$ cat src/rtl/thermal_power_governor_if.sv
// Signal bundle between the governor and its sensors and actuators.
// master: the environment (sensors, power monitor, battery, policy inputs).
// slave: the governor (DVFS levels, gating, emergency flags, telemetry).
interface thermal_power_governor_if #(
    parameter int unsigned NUM_DOMAINS = 8,
    parameter int unsigned TEMP_W      = 16,
    parameter int unsigned LVL_W       = 8
);
    localparam int unsigned IDX_W = (NUM_DOMAINS > 1) ? $clog2(NUM_DOMAINS) : 1;

    logic [NUM_DOMAINS*TEMP_W-1:0] temperature;
    logic [TEMP_W-1:0]             temp_warn;
    logic [TEMP_W-1:0]             temp_crit;
    logic [31:0]                   power_budget;
    logic [31:0]                   power_measured;
    logic                          ac_power_available;
    logic [7:0]                    battery_level;
    logic [7:0]                    battery_low_thresh;
    logic [NUM_DOMAINS-1:0]        domain_essential;

    logic [NUM_DOMAINS*LVL_W-1:0]  level;
    logic [NUM_DOMAINS*2-1:0]      domain_state;
    logic [NUM_DOMAINS-1:0]        domain_power_enable;
    logic [NUM_DOMAINS-1:0]        domain_clock_enable;
    logic                          thermal_emergency;
    logic                          power_emergency;
    logic [15:0]                   emergency_count;
    logic [TEMP_W-1:0]             max_temp;
    logic [IDX_W-1:0]              hottest_domain;

    modport master (
        output temperature, temp_warn, temp_crit, power_budget, power_measured,
               ac_power_available, battery_level, battery_low_thresh, domain_essential,
        input  level, domain_state, domain_power_enable, domain_clock_enable,
               thermal_emergency, power_emergency, emergency_count, max_temp, hottest_domain
    );

    modport slave (
        input  temperature, temp_warn, temp_crit, power_budget, power_measured,
               ac_power_available, battery_level, battery_low_thresh, domain_essential,
        output level, domain_state, domain_power_enable, domain_clock_enable,
               thermal_emergency, power_emergency, emergency_count, max_temp, hottest_domain
    );
endinterface

$ cat src/rtl/thermal_power_governor.sv
// Per-domain thermal/power governor: debounced thermal FSM with hysteresis per domain,
// stepped DVFS level, global power-budget cap, battery cap and essential-domain gating.
// Optional max-temperature telemetry is built only when THERMAL_TELEMETRY_EN is defined;
// otherwise max_temp and hottest_domain are tied to 0.
module thermal_power_governor #(
    parameter int unsigned       NUM_DOMAINS   = 8,
    parameter int unsigned       TEMP_W        = 16,
    parameter int unsigned       LVL_W         = 8,
    parameter int unsigned       DEBOUNCE      = 4,
    parameter int unsigned       STEP_INTERVAL = 16,
    parameter logic [TEMP_W-1:0] HYST          = 16'h0400,
    parameter logic [LVL_W-1:0]  LVL_MAX       = 8'hC0,
    parameter logic [LVL_W-1:0]  LVL_BAT_MAX   = 8'h80,
    parameter logic [LVL_W-1:0]  LVL_MIN       = 8'h40,
    parameter logic [LVL_W-1:0]  LVL_STEP      = 8'h10
) (
    input logic                     clk,
    input logic                     rst,
    thermal_power_governor_if.slave bus
);
    localparam int unsigned CNT_W = $clog2(DEBOUNCE + 1);
    localparam int unsigned TMR_W = $clog2(STEP_INTERVAL);
    localparam int unsigned IDX_W = (NUM_DOMAINS > 1) ? $clog2(NUM_DOMAINS) : 1;

    typedef enum logic [1:0] {
        StNormal    = 2'd0,
        StThrottle  = 2'd1,
        StEmergency = 2'd2,
        StCooldown  = 2'd3
    } state_e;

    logic [TMR_W-1:0]       timer_q, timer_d;
    logic                   tick;
    logic [LVL_W-1:0]       budget_cap_q, budget_cap_d;
    logic [LVL_W-1:0]       base_cap, cap;
    logic [LVL_W:0]         bc_up, bc_dn;
    logic [TEMP_W-1:0]      cool_thr;
    logic                   power_emergency_q, power_emergency_d;
    logic                   thermal_emergency_q, thermal_emergency_d;
    logic [15:0]            emergency_count_q, emergency_count_d;
    logic [16:0]            count_sum;
    logic [NUM_DOMAINS-1:0] enter_vec, in_emerg, clk_en_vec, pwr_en;
    logic [LVL_W-1:0]       level_arr [NUM_DOMAINS];
    logic [1:0]             state_arr [NUM_DOMAINS];

    assign tick     = (timer_q == TMR_W'(STEP_INTERVAL - 1));
    assign base_cap = bus.ac_power_available ? LVL_MAX : LVL_BAT_MAX;
    assign cap      = (budget_cap_q < base_cap) ? budget_cap_q : base_cap;
    // Cool-down threshold clamps at zero instead of wrapping.
    assign cool_thr = (bus.temp_warn > HYST) ? (bus.temp_warn - HYST) : '0;
    assign pwr_en   = bus.domain_essential | {NUM_DOMAINS{~power_emergency_q}};

    // Step timer, budget cap, emergency flags and entry counter next-state.
    always_comb begin
        timer_d      = tick ? '0 : timer_q + 1'b1;
        budget_cap_d = budget_cap_q;
        bc_up        = {1'b0, budget_cap_q} + {1'b0, LVL_STEP};
        bc_dn        = {1'b0, budget_cap_q} - {1'b0, LVL_STEP};
        if (tick) begin
            if (bus.power_measured > bus.power_budget) begin
                budget_cap_d = (bc_dn[LVL_W] || (bc_dn[LVL_W-1:0] < LVL_MIN))
                             ? LVL_MIN : bc_dn[LVL_W-1:0];
            end else begin
                budget_cap_d = (bc_up > {1'b0, LVL_MAX}) ? LVL_MAX : bc_up[LVL_W-1:0];
            end
        end
        power_emergency_d   = ~bus.ac_power_available &&
                              (bus.battery_level < bus.battery_low_thresh);
        thermal_emergency_d = |in_emerg;
        count_sum           = {1'b0, emergency_count_q};
        for (int i = 0; i < NUM_DOMAINS; i++) begin
            count_sum = count_sum + 17'(enter_vec[i]);
        end
        emergency_count_d = count_sum[16] ? 16'hFFFF : count_sum[15:0];
    end

    // Global state registers.
    always_ff @(posedge clk) begin
        if (rst) begin
            timer_q             <= '0;
            budget_cap_q        <= LVL_MAX;
            power_emergency_q   <= 1'b0;
            thermal_emergency_q <= 1'b0;
            emergency_count_q   <= '0;
        end else begin
            timer_q             <= timer_d;
            budget_cap_q        <= budget_cap_d;
            power_emergency_q   <= power_emergency_d;
            thermal_emergency_q <= thermal_emergency_d;
            emergency_count_q   <= emergency_count_d;
        end
    end

    for (genvar g = 0; g < NUM_DOMAINS; g++) begin : g_dom
        logic [TEMP_W-1:0] temp;
        state_e            state_q, state_d;
        logic [LVL_W-1:0]  level_q, level_d;
        logic              clk_en_q, clk_en_d;
        logic [CNT_W-1:0]  hot_cnt_q, hot_cnt_d, crit_cnt_q, crit_cnt_d, cool_cnt_q, cool_cnt_d;
        logic              hot_ok, crit_ok, cool_ok, enter;
        logic [LVL_W:0]    up_w, dn_w;
        logic [LVL_W-1:0]  up_sat, dn_sat;

        assign temp    = bus.temperature[g*TEMP_W +: TEMP_W];
        assign hot_ok  = (hot_cnt_q == CNT_W'(DEBOUNCE));
        assign crit_ok = (crit_cnt_q == CNT_W'(DEBOUNCE));
        assign cool_ok = (cool_cnt_q == CNT_W'(DEBOUNCE));

        // Debounce counters: saturate at DEBOUNCE, clear on any non-qualifying sample.
        always_comb begin
            hot_cnt_d  = '0;
            crit_cnt_d = '0;
            cool_cnt_d = '0;
            if (temp > bus.temp_warn) begin
                hot_cnt_d = hot_ok ? hot_cnt_q : hot_cnt_q + 1'b1;
            end
            if (temp > bus.temp_crit) begin
                crit_cnt_d = crit_ok ? crit_cnt_q : crit_cnt_q + 1'b1;
            end
            if (temp <= cool_thr) begin
                cool_cnt_d = cool_ok ? cool_cnt_q : cool_cnt_q + 1'b1;
            end
        end

        // Thermal FSM and DVFS level next-state; level math is one bit wider, then saturated.
        always_comb begin
            state_d  = state_q;
            level_d  = level_q;
            clk_en_d = clk_en_q;
            enter    = 1'b0;
            up_w     = {1'b0, level_q} + {1'b0, LVL_STEP};
            dn_w     = {1'b0, level_q} - {1'b0, LVL_STEP};
            up_sat   = (up_w > {1'b0, cap}) ? cap : up_w[LVL_W-1:0];
            dn_sat   = (dn_w[LVL_W] || (dn_w[LVL_W-1:0] < LVL_MIN)) ? LVL_MIN : dn_w[LVL_W-1:0];
            unique case (state_q)
                StNormal: begin
                    level_d = (level_q > cap) ? cap : (tick ? up_sat : level_q);
                    if (crit_ok)     state_d = StEmergency;
                    else if (hot_ok) state_d = StThrottle;
                end
                StThrottle: begin
                    level_d = tick ? dn_sat : level_q;
                    if (level_d > cap) level_d = cap;
                    if (crit_ok)      state_d = StEmergency;
                    else if (cool_ok) state_d = StCooldown;
                end
                StEmergency: begin
                    level_d = LVL_MIN;
                    if (cool_ok) begin
                        state_d  = StCooldown;
                        clk_en_d = 1'b1;
                    end
                end
                StCooldown: begin
                    level_d = (level_q > cap) ? cap : (tick ? up_sat : level_q);
                    if (crit_ok)               state_d = StEmergency;
                    else if (hot_ok)           state_d = StThrottle;
                    else if (level_q == cap)   state_d = StNormal;
                end
                default: ;
            endcase
            // Entry into EMERGENCY overrides the level rule of the state being left.
            if ((state_d == StEmergency) && (state_q != StEmergency)) begin
                level_d  = LVL_MIN;
                clk_en_d = 1'b0;
                enter    = 1'b1;
            end
        end

        // Per-domain state registers.
        always_ff @(posedge clk) begin
            if (rst) begin
                state_q    <= StNormal;
                level_q    <= LVL_MAX;
                clk_en_q   <= 1'b1;
                hot_cnt_q  <= '0;
                crit_cnt_q <= '0;
                cool_cnt_q <= '0;
            end else begin
                state_q    <= state_d;
                level_q    <= level_d;
                clk_en_q   <= clk_en_d;
                hot_cnt_q  <= hot_cnt_d;
                crit_cnt_q <= crit_cnt_d;
                cool_cnt_q <= cool_cnt_d;
            end
        end

        assign level_arr[g]  = level_q;
        assign state_arr[g]  = state_q;
        assign enter_vec[g]  = enter;
        assign in_emerg[g]   = (state_q == StEmergency);
        assign clk_en_vec[g] = clk_en_q;
    end

    // Pack per-domain results onto the bus.
    always_comb begin
        bus.level        = '0;
        bus.domain_state = '0;
        for (int i = 0; i < NUM_DOMAINS; i++) begin
            bus.level[i*LVL_W +: LVL_W] = level_arr[i];
            bus.domain_state[i*2 +: 2]  = state_arr[i];
        end
    end

    // A gated domain never gets a clock even if its FSM would allow one.
    assign bus.domain_power_enable = pwr_en;
    assign bus.domain_clock_enable = clk_en_vec & pwr_en;
    assign bus.thermal_emergency   = thermal_emergency_q;
    assign bus.power_emergency     = power_emergency_q;
    assign bus.emergency_count     = emergency_count_q;

`ifdef THERMAL_TELEMETRY_EN
    logic [TEMP_W-1:0] max_temp_q, max_temp_d;
    logic [IDX_W-1:0]  hottest_q, hottest_d;

    // Max-temperature scan; strict compare keeps the lowest index on ties.
    always_comb begin
        max_temp_d = bus.temperature[0 +: TEMP_W];
        hottest_d  = '0;
        for (int i = 1; i < NUM_DOMAINS; i++) begin
            if (bus.temperature[i*TEMP_W +: TEMP_W] > max_temp_d) begin
                max_temp_d = bus.temperature[i*TEMP_W +: TEMP_W];
                hottest_d  = IDX_W'(i);
            end
        end
    end

    // Telemetry registers.
    always_ff @(posedge clk) begin
        if (rst) begin
            max_temp_q <= '0;
            hottest_q  <= '0;
        end else begin
            max_temp_q <= max_temp_d;
            hottest_q  <= hottest_d;
        end
    end

    assign bus.max_temp       = max_temp_q;
    assign bus.hottest_domain = hottest_q;
`else
    assign bus.max_temp       = '0;
    assign bus.hottest_domain = '0;
`endif

endmodule

$ cat src/flat_wrapper.sv
// flat-port wrapper written by rule: the top's interface ports become plain ports
module thermal_power_governor_flat 
#(
    parameter int unsigned       NUM_DOMAINS   = 8,
    parameter int unsigned       TEMP_W        = 16,
    parameter int unsigned       LVL_W         = 8,
    parameter int unsigned       DEBOUNCE      = 4,
    parameter int unsigned       STEP_INTERVAL = 16,
    parameter logic [TEMP_W-1:0] HYST          = 16'h0400,
    parameter logic [LVL_W-1:0]  LVL_MAX       = 8'hC0,
    parameter logic [LVL_W-1:0]  LVL_BAT_MAX   = 8'h80,
    parameter logic [LVL_W-1:0]  LVL_MIN       = 8'h40,
    parameter logic [LVL_W-1:0]  LVL_STEP      = 8'h10
)
  (clk, rst, bus_temperature, bus_temp_warn, bus_temp_crit, bus_power_budget, bus_power_measured, bus_ac_power_available, bus_battery_level, bus_battery_low_thresh, bus_domain_essential, bus_level, bus_domain_state, bus_domain_power_enable, bus_domain_clock_enable, bus_thermal_emergency, bus_power_emergency, bus_emergency_count, bus_max_temp, bus_hottest_domain);
  thermal_power_governor_if #(.NUM_DOMAINS(NUM_DOMAINS), .TEMP_W(TEMP_W), .LVL_W(LVL_W)) bus_i ();
  input logic clk;
  input logic rst;
  input wire logic [$bits(bus_i.temperature)-1:0] bus_temperature;
  input wire logic [$bits(bus_i.temp_warn)-1:0] bus_temp_warn;
  input wire logic [$bits(bus_i.temp_crit)-1:0] bus_temp_crit;
  input wire logic [$bits(bus_i.power_budget)-1:0] bus_power_budget;
  input wire logic [$bits(bus_i.power_measured)-1:0] bus_power_measured;
  input wire logic [$bits(bus_i.ac_power_available)-1:0] bus_ac_power_available;
  input wire logic [$bits(bus_i.battery_level)-1:0] bus_battery_level;
  input wire logic [$bits(bus_i.battery_low_thresh)-1:0] bus_battery_low_thresh;
  input wire logic [$bits(bus_i.domain_essential)-1:0] bus_domain_essential;
  output wire logic [$bits(bus_i.level)-1:0] bus_level;
  output wire logic [$bits(bus_i.domain_state)-1:0] bus_domain_state;
  output wire logic [$bits(bus_i.domain_power_enable)-1:0] bus_domain_power_enable;
  output wire logic [$bits(bus_i.domain_clock_enable)-1:0] bus_domain_clock_enable;
  output wire logic [$bits(bus_i.thermal_emergency)-1:0] bus_thermal_emergency;
  output wire logic [$bits(bus_i.power_emergency)-1:0] bus_power_emergency;
  output wire logic [$bits(bus_i.emergency_count)-1:0] bus_emergency_count;
  output wire logic [$bits(bus_i.max_temp)-1:0] bus_max_temp;
  output wire logic [$bits(bus_i.hottest_domain)-1:0] bus_hottest_domain;
  assign bus_i.temperature = bus_temperature;
  assign bus_i.temp_warn = bus_temp_warn;
  assign bus_i.temp_crit = bus_temp_crit;
  assign bus_i.power_budget = bus_power_budget;
  assign bus_i.power_measured = bus_power_measured;
  assign bus_i.ac_power_available = bus_ac_power_available;
  assign bus_i.battery_level = bus_battery_level;
  assign bus_i.battery_low_thresh = bus_battery_low_thresh;
  assign bus_i.domain_essential = bus_domain_essential;
  assign bus_level = bus_i.level;
  assign bus_domain_state = bus_i.domain_state;
  assign bus_domain_power_enable = bus_i.domain_power_enable;
  assign bus_domain_clock_enable = bus_i.domain_clock_enable;
  assign bus_thermal_emergency = bus_i.thermal_emergency;
  assign bus_power_emergency = bus_i.power_emergency;
  assign bus_emergency_count = bus_i.emergency_count;
  assign bus_max_temp = bus_i.max_temp;
  assign bus_hottest_domain = bus_i.hottest_domain;
  thermal_power_governor #(.NUM_DOMAINS(NUM_DOMAINS), .TEMP_W(TEMP_W), .LVL_W(LVL_W), .DEBOUNCE(DEBOUNCE), .STEP_INTERVAL(STEP_INTERVAL), .HYST(HYST), .LVL_MAX(LVL_MAX), .LVL_BAT_MAX(LVL_BAT_MAX), .LVL_MIN(LVL_MIN), .LVL_STEP(LVL_STEP)) u_core (.clk(clk), .rst(rst), .bus(bus_i));
endmodule
$ cat config.mk
export PLATFORM = sky130hd
export DESIGN_NAME = thermal_power_governor_flat
export DESIGN_NICKNAME = d
export VERILOG_FILES = /design/src/rtl/thermal_power_governor_if.sv /design/src/rtl/thermal_power_governor.sv /design/src/flat_wrapper.sv
export SDC_FILE = /design/constraint.sdc
export NUM_CORES = 1
export LEC_CHECK = 0
export ABC_AREA = 1
export ABC_CLOCK_PERIOD_IN_PS = 16500
export BUFFER_PORTS_ARGS = -buffer_cell sky130_fd_sc_hd__buf_4
export CAP_MARGIN = 5
export CORE_MARGIN = 3
export CORE_UTILIZATION = 62
export DETAILED_ROUTE_END_ITERATION = 6
export GPL_ROUTABILITY_DRIVEN = 0
export PLACE_DENSITY = 0.85
export SETUP_SLACK_MARGIN = 0.15
export SYNTH_ARGS = -nofsm -noshare
export SYNTH_HDL_FRONTEND = slang
export SYNTH_SLANG_ARGS = --single-unit
$ cat constraint.sdc
create_clock -name clk -period 16.5 [get_ports clk]
set_clock_uncertainty 0.2 [all_clocks]
set_input_delay 3.3 -clock clk [delete_from_list [all_inputs] [get_ports clk]]
set_output_delay 3.3 -clock clk [all_outputs]
set_load 0.05 [all_outputs]
[Word-level counts from Yosys, hierarchy flattened]
Cells that the tools add are included.
Word-level totals
  register bits after elaboration: 190
  output and inout port bits: 133
  input bits: 251
Cells by class
  muxes and demuxes: 167
  eq/ne operators: 89
  $add $sub $neg: 52
  order comparisons: 62
  bitwise operators: 28
  reduce and logical (&&, ||, !) cells: 92
Operator list (count)
  $mux W8: 60
  $gt A16 B16 Y1: 16
  $pmux W8 S3: 8
  $gt A8 B8 Y1: 16
  $le A16 B16 Y1: 8
  $add A17 B1 Y17: 7
  $mux W2: 56
  $reduce_or A2 Y1: 41
  $add A8 B5 Y9 const B: 9
  $sub A8 B5 Y9 const B: 9
  $add A3 B1 Y3 const B: 24
  $eq A3 B3 Y1 const B: 24
  $gt A9 B8 Y1: 8
  $lt A8 B7 Y1 const B: 9
  $eq A8 B8 Y1: 8
  $pmux W2 S4: 8
  $eq A2 B2 Y1 const B: 24
  $gt A32 B32 Y1: 1
  $mux W1: 32
  $mux W16: 2
  $ne A4 B1 Y1 const B: 8
  $reduce_bool A2 Y1: 16
  $not A1 Y1: 26
  $ne A3 B1 Y1 const B: 8
  17 further kinds: 62

[Depth between registers and ports, before layout]
Gate-level depths: netlist of the first run.
  word-level depth: 20
  gate-level depth with buffers: 33

[Least setup slack after synthesis of the first run]
Ideal clock, no wire load.
  path kind: in2reg
  from: input port bus_ac_power_available
  to: register u_core.emergency_count_q[14], in the netlist u_core.bus.emergency_count[14]
  buffers on the path: 0
  data arrival time: 8536 ps
  data required time: 16244 ps
  stages on the path: 29
  slack: 7708 ps
  cells stage by stage: a21oi_1 > nor2_2 > inv_2 > ha_1 > inv_1 > nand4_1 > inv_1 > nand2_1 > o21ai_0 > nand3_1 > nand2_1 > nand2_1 > nor2_2 > inv_2 > fa_1 > fa_1 > inv_1 > fa_1 > inv_1 > fa_1 > fa_1 > o211ai_4 > nand4_4 > nor2_4 > nand3_2 > or2_0 > nand3_1 > nand2_1 > inv_1
On the way
  longest elaborated chain between the ends: 20
  elaborated cells on any way between the ends: 76
  classes of those cells: add/sub (8); order compare (1); eq/ne (16); mux (43); reduce/logical (8)
RTL lines
  start: declaration: line flat_wrapper.sv:24  | input wire logic [$bits(bus_i.ac_power_available)-1:0] bus_ac_power_available;
  $mux W7 (*): line thermal_power_governor.sv:47  | assign base_cap = bus.ac_power_available ? LVL_MAX : LVL_BAT_MAX;
  $lt A8 B8 Y1: line thermal_power_governor.sv:48  | assign cap = (budget_cap_q < base_cap) ? budget_cap_q : base_cap;
  $mux W8 (*): line thermal_power_governor.sv:48
  $eq A8 B8 Y1: line thermal_power_governor.sv:158  | else if (level_q == cap) state_d = StNormal;
  $mux W2: line thermal_power_governor.sv:158
  $mux W2: line thermal_power_governor.sv:157  | else if (hot_ok) state_d = StThrottle;
  $mux W2: line thermal_power_governor.sv:156  | if (crit_ok) state_d = StEmergency;
  $pmux W2 S4: line thermal_power_governor.sv:135  | unique case (state_q)
  $eq A2 B2 Y1: line thermal_power_governor.sv:163  | if ((state_d == StEmergency) && (state_q != StEmergency)) begin
  $logic_and A1 B1 Y1: line thermal_power_governor.sv:163
  $mux W1: line thermal_power_governor.sv:163
  $add A16 B1 Y17: line thermal_power_governor.sv:72  | count_sum = count_sum + 17'(enter_vec[i]);
  $add A17 B1 Y17 (6 in a row): line thermal_power_governor.sv:72
  $add A17 B1 Y17 (*): line thermal_power_governor.sv:72
  $mux W16 (*): line thermal_power_governor.sv:74  | emergency_count_d = count_sum[16] ? 16'hFFFF : count_sum[15:0];
  end signal: assignment: line thermal_power_governor.sv:90  | emergency_count_q <= emergency_count_d;
  end: declaration: line thermal_power_governor.sv:40  | logic [15:0] emergency_count_q, emergency_count_d;
Mark *: on every way between the ends. The rest lies on a longest branch, timed or not.
A chain may end at the register's enable or synchronous reset.

[Final worst setup path of the first run]
Same ends and word-level chain as after synthesis.

==> results of run 1 <==
## state kept, by name, indices dropped and copies added (netlist names)
| signal | count |
|---|---|
| u_core.g_dom.level_q | 64 |
| u_core.g_dom.cool_cnt_q | 24 |
| u_core.g_dom.crit_cnt_q | 24 |
| u_core.g_dom.hot_cnt_q | 24 |
| u_core.bus.emergency_count | 16 |
| u_core.g_dom.state_q | 16 |
| u_core.g_dom.clk_en_q | 8 |
| u_core.budget_cap_q | 4 |
| u_core.timer_q | 4 |
| u_core.bus.power_emergency | 1 |
| u_core.bus.thermal_emergency | 1 |
## power groups by stage
stage	Combinational [mW]	Clock (mW)	Sequential, mW
2_1_floorplan	1.26	0	0.704
3_3_place_gp	1.78	0	0.617
3_5_place_dp	1.82	0	0.617
4_1_cts	1.83	0.440	0.607
5_1_grt	2.09	0.457	0.616
6_report	1.86	0.440	0.610
## critical path, delay by kind of cell
family	cells	cell delay, ns
compound gates	3	0.54
fa+ha+maj	6	2.91
buf+inv	7	0.66
simple gates	14	1.78
## area by class of cell
class / count / area [um^2] / area share [%]
sequential: 186 / 3720 / 12.1
clock buffer: 19 / 453 / 1.48
timing repair buffer: 371 / 2790 / 9.09
tap: 539 / 674 / 2.20
inverter: 574 / 2160 / 7.04
clock inverter: 12 / 158 / 0.514
multi-input combinational: 3200 / 20700 / 67.5
## Yosys cell counts, drive strengths merged (5+ instances only)
library cell | n | share of area [%]
o22ai | 5 | 0.12
xor2 | 51 | 1.7
xnor2 | 16 | 0.53
fa | 5 | 0.38
a21o | 9 | 0.25
nor3 | 51 | 1.0
o211ai | 41 | 1.2
nand3b | 7 | 0.21
nor2 | 385 | 5.7
nor4 | 5 | 0.12
a21oi | 308 | 5.9
dfxtp | 186 | 14
nand3 | 239 | 4.7
a31oi | 14 | 0.33
a21boi | 16 | 0.45
o21a | 22 | 0.62
o21bai | 14 | 0.39
ha | 691 | 32
a211oi | 11 | 0.31
inv | 574 | 8.1
nand2 | 914 | 13
nand4 | 84 | 2.1
o221ai | 6 | 0.20
clkbuf | 8 | 0.11
o21ai | 191 | 3.8
buf | 47 | 1.2
or2 | 6 | 0.14
o2111ai | 5 | 0.16
## per-layer routing
metal / vias up / share of wire, %
met1: 12500 / 41
met4: 0 / 6.5
met2: 1174 / 45
li1: 13900 / -
met3: 281 / 7.4
met5: - / 0
## how the worst min path moves through the flow
stage	startpoint	to	slack (ns)	depth (start not counted)
after floorplan	u_core.timer_q[0]$_SDFF_PP0_	u_core.timer_q[0]$_SDFF_PP0_	0.22	1
after detailed placement	u_core.timer_q[0]$_SDFF_PP0_	u_core.timer_q[0]$_SDFF_PP0_	0.24	1
after global placement	u_core.timer_q[0]$_SDFF_PP0_	u_core.timer_q[0]$_SDFF_PP0_	0.23	1
final	u_core.timer_q[0]$_SDFF_PP0_	u_core.timer_q[0]$_SDFF_PP0_	0.25	1
after global routing	u_core.timer_q[0]$_SDFF_PP0_	u_core.timer_q[0]$_SDFF_PP0_	0.27	1
after CTS	u_core.timer_q[0]$_SDFF_PP0_	u_core.timer_q[0]$_SDFF_PP0_	0.25	1
## placed cells by master (no fill, tap or decap), drive strengths merged, types with 3 or more instances in the layout
cell type / synthesis / routed
a211oi: 11 / 11
a21boi: 16 / 16
a21o: 9 / 9
a21oi: 308 / 308
a22oi: 3 / 3
a31oi: 14 / 14
buf: 47 / 371
clkbuf: 8 / 19
clkinv: 0 / 4
conb: 2 / 83
dfxtp: 186 / 186
fa: 5 / 5
ha: 691 / 691
inv: 574 / 579
nand2: 914 / 914
nand3: 239 / 239
nand3b: 7 / 7
nand4: 84 / 84
nor2: 385 / 385
nor3: 51 / 51
nor3b: 4 / 4
nor4: 5 / 5
o2111ai: 5 / 5
o211ai: 41 / 41
o21a: 22 / 22
o21ai: 191 / 191
o21bai: 14 / 14
o221ai: 6 / 6
o22ai: 5 / 5
o31ai: 4 / 4
or2: 6 / 6
xnor2: 16 / 16
xor2: 51 / 51
## per-stage QoR
step	utilization (%)	hold WS [ns]	setup WS, ns
2_1_floorplan	-	0.218	7.71
3_3_place_gp	71.3	0.231	7.21
3_5_place_dp	71.3	0.239	7.08
4_1_cts	72.7	0.254	7.55
5_1_grt	72.7	0.268	7.18
6_report	72.7	0.250	7.51
## kinds of logic after synthesis
| kind of cell | after synthesis | synth area share [%] |
|---|---|---|
| and+or+nand+nor | 1699 | 27.4 |
| adders and majority gates | 696 | 32.9 |
| AOI/OAI and AO/OA | 655 | 14.1 |
| buffers and inverters | 629 | 9.42 |
| DFF | 186 | 14.0 |
| xor gates and xnor gates | 67 | 2.20 |
| other | 2 | 0.0282 |
==> impl_metrics.json, run 1 <==
{
  "largest_net_degree_at_the_start_of_global_routing": 74,
  "global_route_wire_length_before_repair_um": 127000,
  "critical_path.max_fanout": 10,
  "ys_warn_count": 0,
  "rr_endpoint": "u_core.bus.emergency_count[14]$_SDFF_PP0_",
  "detailroute.via_count": 27900,
  "hold_path_class": "reg -> reg",
  "max_stage_delay_cell_worst_path": "fa_1",
  "worst_slew_margin_rel_pct": 15.9,
  "fillCellCount": 3560,
  "syn_area_um2": 26600,
  "starting_density_pct": 63.2,
  "drt_wl_total_um": 82200,
  "report.final.slew_viol_count": 0,
  "setup_total_negative_slack_ns": 0,
  "drt_initial_violations": 1863,
  "ctsRootBufferMaster": "clkbuf_16",
  "netSwitchingFraction_pct": 52.1,
  "die_area_um2": 45500,
  "total_power_mw": 2.91,
  "p_comb_share_pct": 63.9,
  "syn_area_per_cell_um2": 6.77,
  "tritoncts": "done",
  "drive_gt1_share_pct": 12.0,
  "crit_type": "in -> reg",
  "slowest_cell_delay_on_critical_path_ns": 0.54,
  "share_seq_of_total_power_pct": 21.0,
  "cp_data_required_time_ns": 16.71,
  "clkLatencyLatePin_ns": 0.46,
  "grt.busiest_layer": "met2",
  "worst_path_most_repeated_cell": "fa_1",
  "yosysSeqAreaShare_pct": 14.0,
  "final-hold-violation-count": 0,
  "clockPowerShare_pct": 15.1,
  "power.ir.vdd_worst_mv": 0.0587,
  "netlist-cell-type-count": 61,
  "grt_pass1_vias": 25700,
  "post-route-min-period_ns": 8.99,
  "design_area_um2": 30600,
  "globalRouteOverflowTotal": 0,
  "core.rowCount": 75,
  "power.net_switching_mw": 1.52,
  "timing.max_cap.violations": 0,
  "grt_use_met1_pct": 43.6,
  "outcome": "finished with violations",
  "met3_use_gr_pct": 3.61,
  "grt_util_met2_pct": 58.3,
  "crit_path_start_kind": "primary input",
  "setup.worst_path.end": "u_core.bus.emergency_count[14]$_SDFF_PP0_",
  "avgViaCountPerCell": 5.70,
  "layout.cells.non_filler": 4901,
  "ios": 384,
  "critical_path.endpoint_type": "flip-flop",
  "design.core.area_um2": 42100,
  "yosys_most_used_dff": "dfxtp_1",
  "synth-edff-count": 0,
  "ff2ff_path_depth": 28,
  "dpl-instance-area_um2": 30000,
  "finalCritPeriodShare_pct": 54.5,
  "cellLeakagePower_nw": 16.8,
  "cell_internal_pwr_mw": 1.39,
  "antenna-diode-count": 0,
  "cts_hold_buffers": 0,
  "post-cts-setup-buffers": 0,
  "route.antenna.remaining_nets": 0,
  "power.density_cell_area_nw_per_um2": 94.9,
  "worst_setup_hold_path_clk_slew_ns": 0.07,
  "finish.net_count": 5297,
  "groute.usage.overall_pct": 34.9,
  "synthCells": 3934,
  "detailedRoute.firstPassIterationCount": 7,
  "routed_length_per_instance_um": 16.8,
  "worst_pin_slew_ns": 1.23,
  "timing.reg2reg.setup_slack_ns": 9.60,
  "grt_setup_unrepaired": "no",
  "port_buffers": 364,
  "crit_arrival_ns": 9.19,
  "final_setup_vio_count": 0,
  "cts_made_buffers": 17,
  "beginning_of_the_critical_path": "bus_ac_power_available",
  "clkSinkCount": 186,
  "clk_path_buf_depth": 2,
  "total_of_flip_flops_plus_latches_after_synthesis": 186,
  "crit-reg2reg-launch": "u_core.budget_cap_q[7]$_SDFFE_PP1P_",
  "grt_antenna_before_repair": 0,
  "die-width_um": 213,
  "violations_in_the_final_reports": "design-rule violations",
  "cts.htree.levels": 4,
  "post-route-drc-count": 3,
  "ys_async_sr_fraction_pct": 0,
  "dpl.hpwl_um": 65300,
  "ctsResizeCount": 0,
  "place.detailed.instances": 4870,
  "layout-area-overhead-vs-synth_pct": 15.1,
  "die_h_um": 213,
  "maxClockFrequency_mhz": 111
}
Note: power is estimated with default switching activity, not from simulation.
==> run 2: changes to the inputs <==
--- a/config.mk
+++ b/config.mk
@@ -6,14 +6,14 @@
 export NUM_CORES = 1
 export LEC_CHECK = 0
 export ABC_AREA = 1
-export ABC_CLOCK_PERIOD_IN_PS = 16500
+export ABC_CLOCK_PERIOD_IN_PS = 7300
 export BUFFER_PORTS_ARGS = -buffer_cell sky130_fd_sc_hd__buf_4
 export CAP_MARGIN = 5
 export CORE_MARGIN = 3
-export CORE_UTILIZATION = 62
+export CORE_UTILIZATION = 54
 export DETAILED_ROUTE_END_ITERATION = 6
 export GPL_ROUTABILITY_DRIVEN = 0
-export PLACE_DENSITY = 0.85
+export PLACE_DENSITY = 0.79
 export SETUP_SLACK_MARGIN = 0.15
 export SYNTH_ARGS = -nofsm -noshare
 export SYNTH_HDL_FRONTEND = slang
==> constraint.sdc (replaced) <==
create_clock -name clk -period 7.3 [get_ports clk]
set_clock_uncertainty 0.2 [all_clocks]
set_input_delay 1.46 -clock clk [delete_from_list [all_inputs] [get_ports clk]]
set_output_delay 1.46 -clock clk [all_outputs]
set_load 0.05 [all_outputs]
==> run 2 against run 1 <==
The flow still finishes with violations (design-rule violations). Sequential cell count unchanged. Worst setup slack worse by 6.9 ns. Via count down 0.63%. Clock-buffer cell count down 1. Hold slack better by 0.0040 ns. Sequential share of layout area down 0.081 points. Register-to-register slack worse by 8.6 ns. Routed wire length up 2.7%. Largest cell class unchanged.
==> impl_metrics.json, run 2 (synthesis results as in run 1) <==
{
  "register_with_the_most_flip_flops": "u_core.g_dom.level_q",
  "cellLeakagePower_nw": 16.8,
  "max_stage_delay_cell_worst_path": "fa_1",
  "violations_in_the_final_reports": "design-rule violations",
  "antenna-diode-count": 0,
  "worst_slew_margin_rel_pct": 28.8,
  "detailroute.via_count": 27700,
  "clk_path_buf_depth": 2,
  "report.final.slew_viol_count": 0,
  "ctsRootBufferMaster": "clkbuf_16",
  "cp_data_required_time_ns": 7.51,
  "worst_setup_hold_path_clk_slew_ns": 0.08,
  "crit_type": "in -> reg",
  "layout.cells.non_filler": 5029,
  "critical_path.endpoint_type": "flip-flop",
  "crit_arrival_ns": 6.92,
  "final_setup_vio_count": 0,
  "post-route-min-period_ns": 6.71,
  "ios": 384,
  "die_h_um": 228,
  "die-width_um": 228,
  "drive_gt1_share_pct": 12.2,
  "finish.net_count": 5307,
  "clkLatencyLatePin_ns": 0.46,
  "power.density_cell_area_nw_per_um2": 214,
  "hold_path_class": "reg -> reg",
  "cpLargestDelayFamily": "adder cells",
  "tritoncts": "done",
  "timing.max_cap.violations": 0,
  "crit_path_start_kind": "primary input",
  "dpl.hpwl_um": 68100,
  "fillCellCount": 4515,
  "dpl-instance-area_um2": 30300,
  "layout-area-overhead-vs-synth_pct": 15.9,
  "final-hold-violation-count": 0,
  "final_core_utilization_pct": 64.0,
  "core.rowCount": 80,
  "total_power_mw": 6.60,
  "groute.usage.overall_pct": 31.4,
  "maxClockFrequency_mhz": 149,
  "largest_net_degree_at_the_start_of_global_routing": 45,
  "detailedPlace.worstSlack_ns": 0.136,
  "power.ir.vdd_worst_mv": 0.236,
  "starting_density_pct": 55.2,
  "grt_setup_unrepaired": "no",
  "slowest_cell_delay_on_critical_path_ns": 0.53,
  "design.core.area_um2": 48200,
  "avgViaCountPerCell": 5.52,
  "route.antenna.remaining_nets": 0,
  "post-route-drc-count": 1,
  "place.detailed.instances": 4997,
  "cts_made_buffers": 17,
  "grt_pass1_vias": 25500,
  "path_buf_inv": 8,
  "ctsResizeCount": 0,
  "largest_register_ffs": 64,
  "critical_path.max_fanout": 6,
  "post-cts-setup-buffers": 0,
  "globalRouteOverflowTotal": 0,
  "finalCritPeriodShare_pct": 91.9,
  "routed_length_per_instance_um": 16.8,
  "final_common_cell": "nand2_1",
  "detailedRoute.firstPassIterationCount": 7,
  "most_used_cells_in_the_layout_excluding_fill_and_tap_cells": "884 x nand2_1, 691 x ha_1, 536 x inv_1, 381 x buf_4, 374 x nor2_1",
  "design_area_um2": 30900,
  "port_buffers": 364,
  "die_area_um2": 52000,
  "final.hold.worst_slack_ns": 0.254,
  "outcome": "finished with violations",
  "setup_total_negative_slack_ns": 0,
  "clkSinkCount": 186,
  "worst_pin_slew_ns": 1.07,
  "cts_hold_buffers": 0,
  "final_setup_slack_of_the_worst_path_ns": 0.593,
  "grt_antenna_before_repair": 0,
  "drt_initial_violations": 2196,
  "global_route_wire_length_before_repair_um": 132000,
  "drt_wl_total_um": 84400,
  "cts.htree.levels": 4
}
[run 2: area by class of cell]
class / instances / area [um^2] / area share (%)
multi-input combinational: 3200 / 20700 / 67.1
sequential: 186 / 3720 / 12.1
timing repair buffer: 381 / 2860 / 9.27
inverter: 574 / 2160 / 6.99
tap: 656 / 821 / 2.66
clock buffer: 18 / 439 / 1.42
clock inverter: 14 / 156 / 0.507
[run 2: layer usage]
metal  vias up  track usage (%)  wire (um)
met5         -                0          0
met4         0             15.3       4530
met3       205             4.33       7200
met2      1202             51.4      37200
met1     12400             40.5      35500
li1      13900                -          -
[run 2: path summary, 6_finish.rpt]
check	from	endpoint	slack, ns	depth (start not counted)
setup / recovery	bus_ac_power_available	u_core.bus.emergency_count[14]$_SDFF_PP0_	0.59	30
hold / removal	u_core.timer_q[0]$_SDFF_PP0_	u_core.timer_q[0]$_SDFF_PP0_	0.25	1
setup reg to reg	u_core.budget_cap_q[7]$_SDFFE_PP1P_	u_core.bus.emergency_count[14]$_SDFF_PP0_	1.04	31
hold reg to reg	u_core.timer_q[0]$_SDFF_PP0_	u_core.timer_q[0]$_SDFF_PP0_	0.25	1
[run 2: power breakdown]
part / total (mW) / switching [mW] / internal, mW
combinational: 4.26 / 2.78 / 1.48
clock: 0.960 / 0.466 / 0.494
sequential: 1.38 / 0.233 / 1.15
total: 6.60 / 3.48 / 3.12
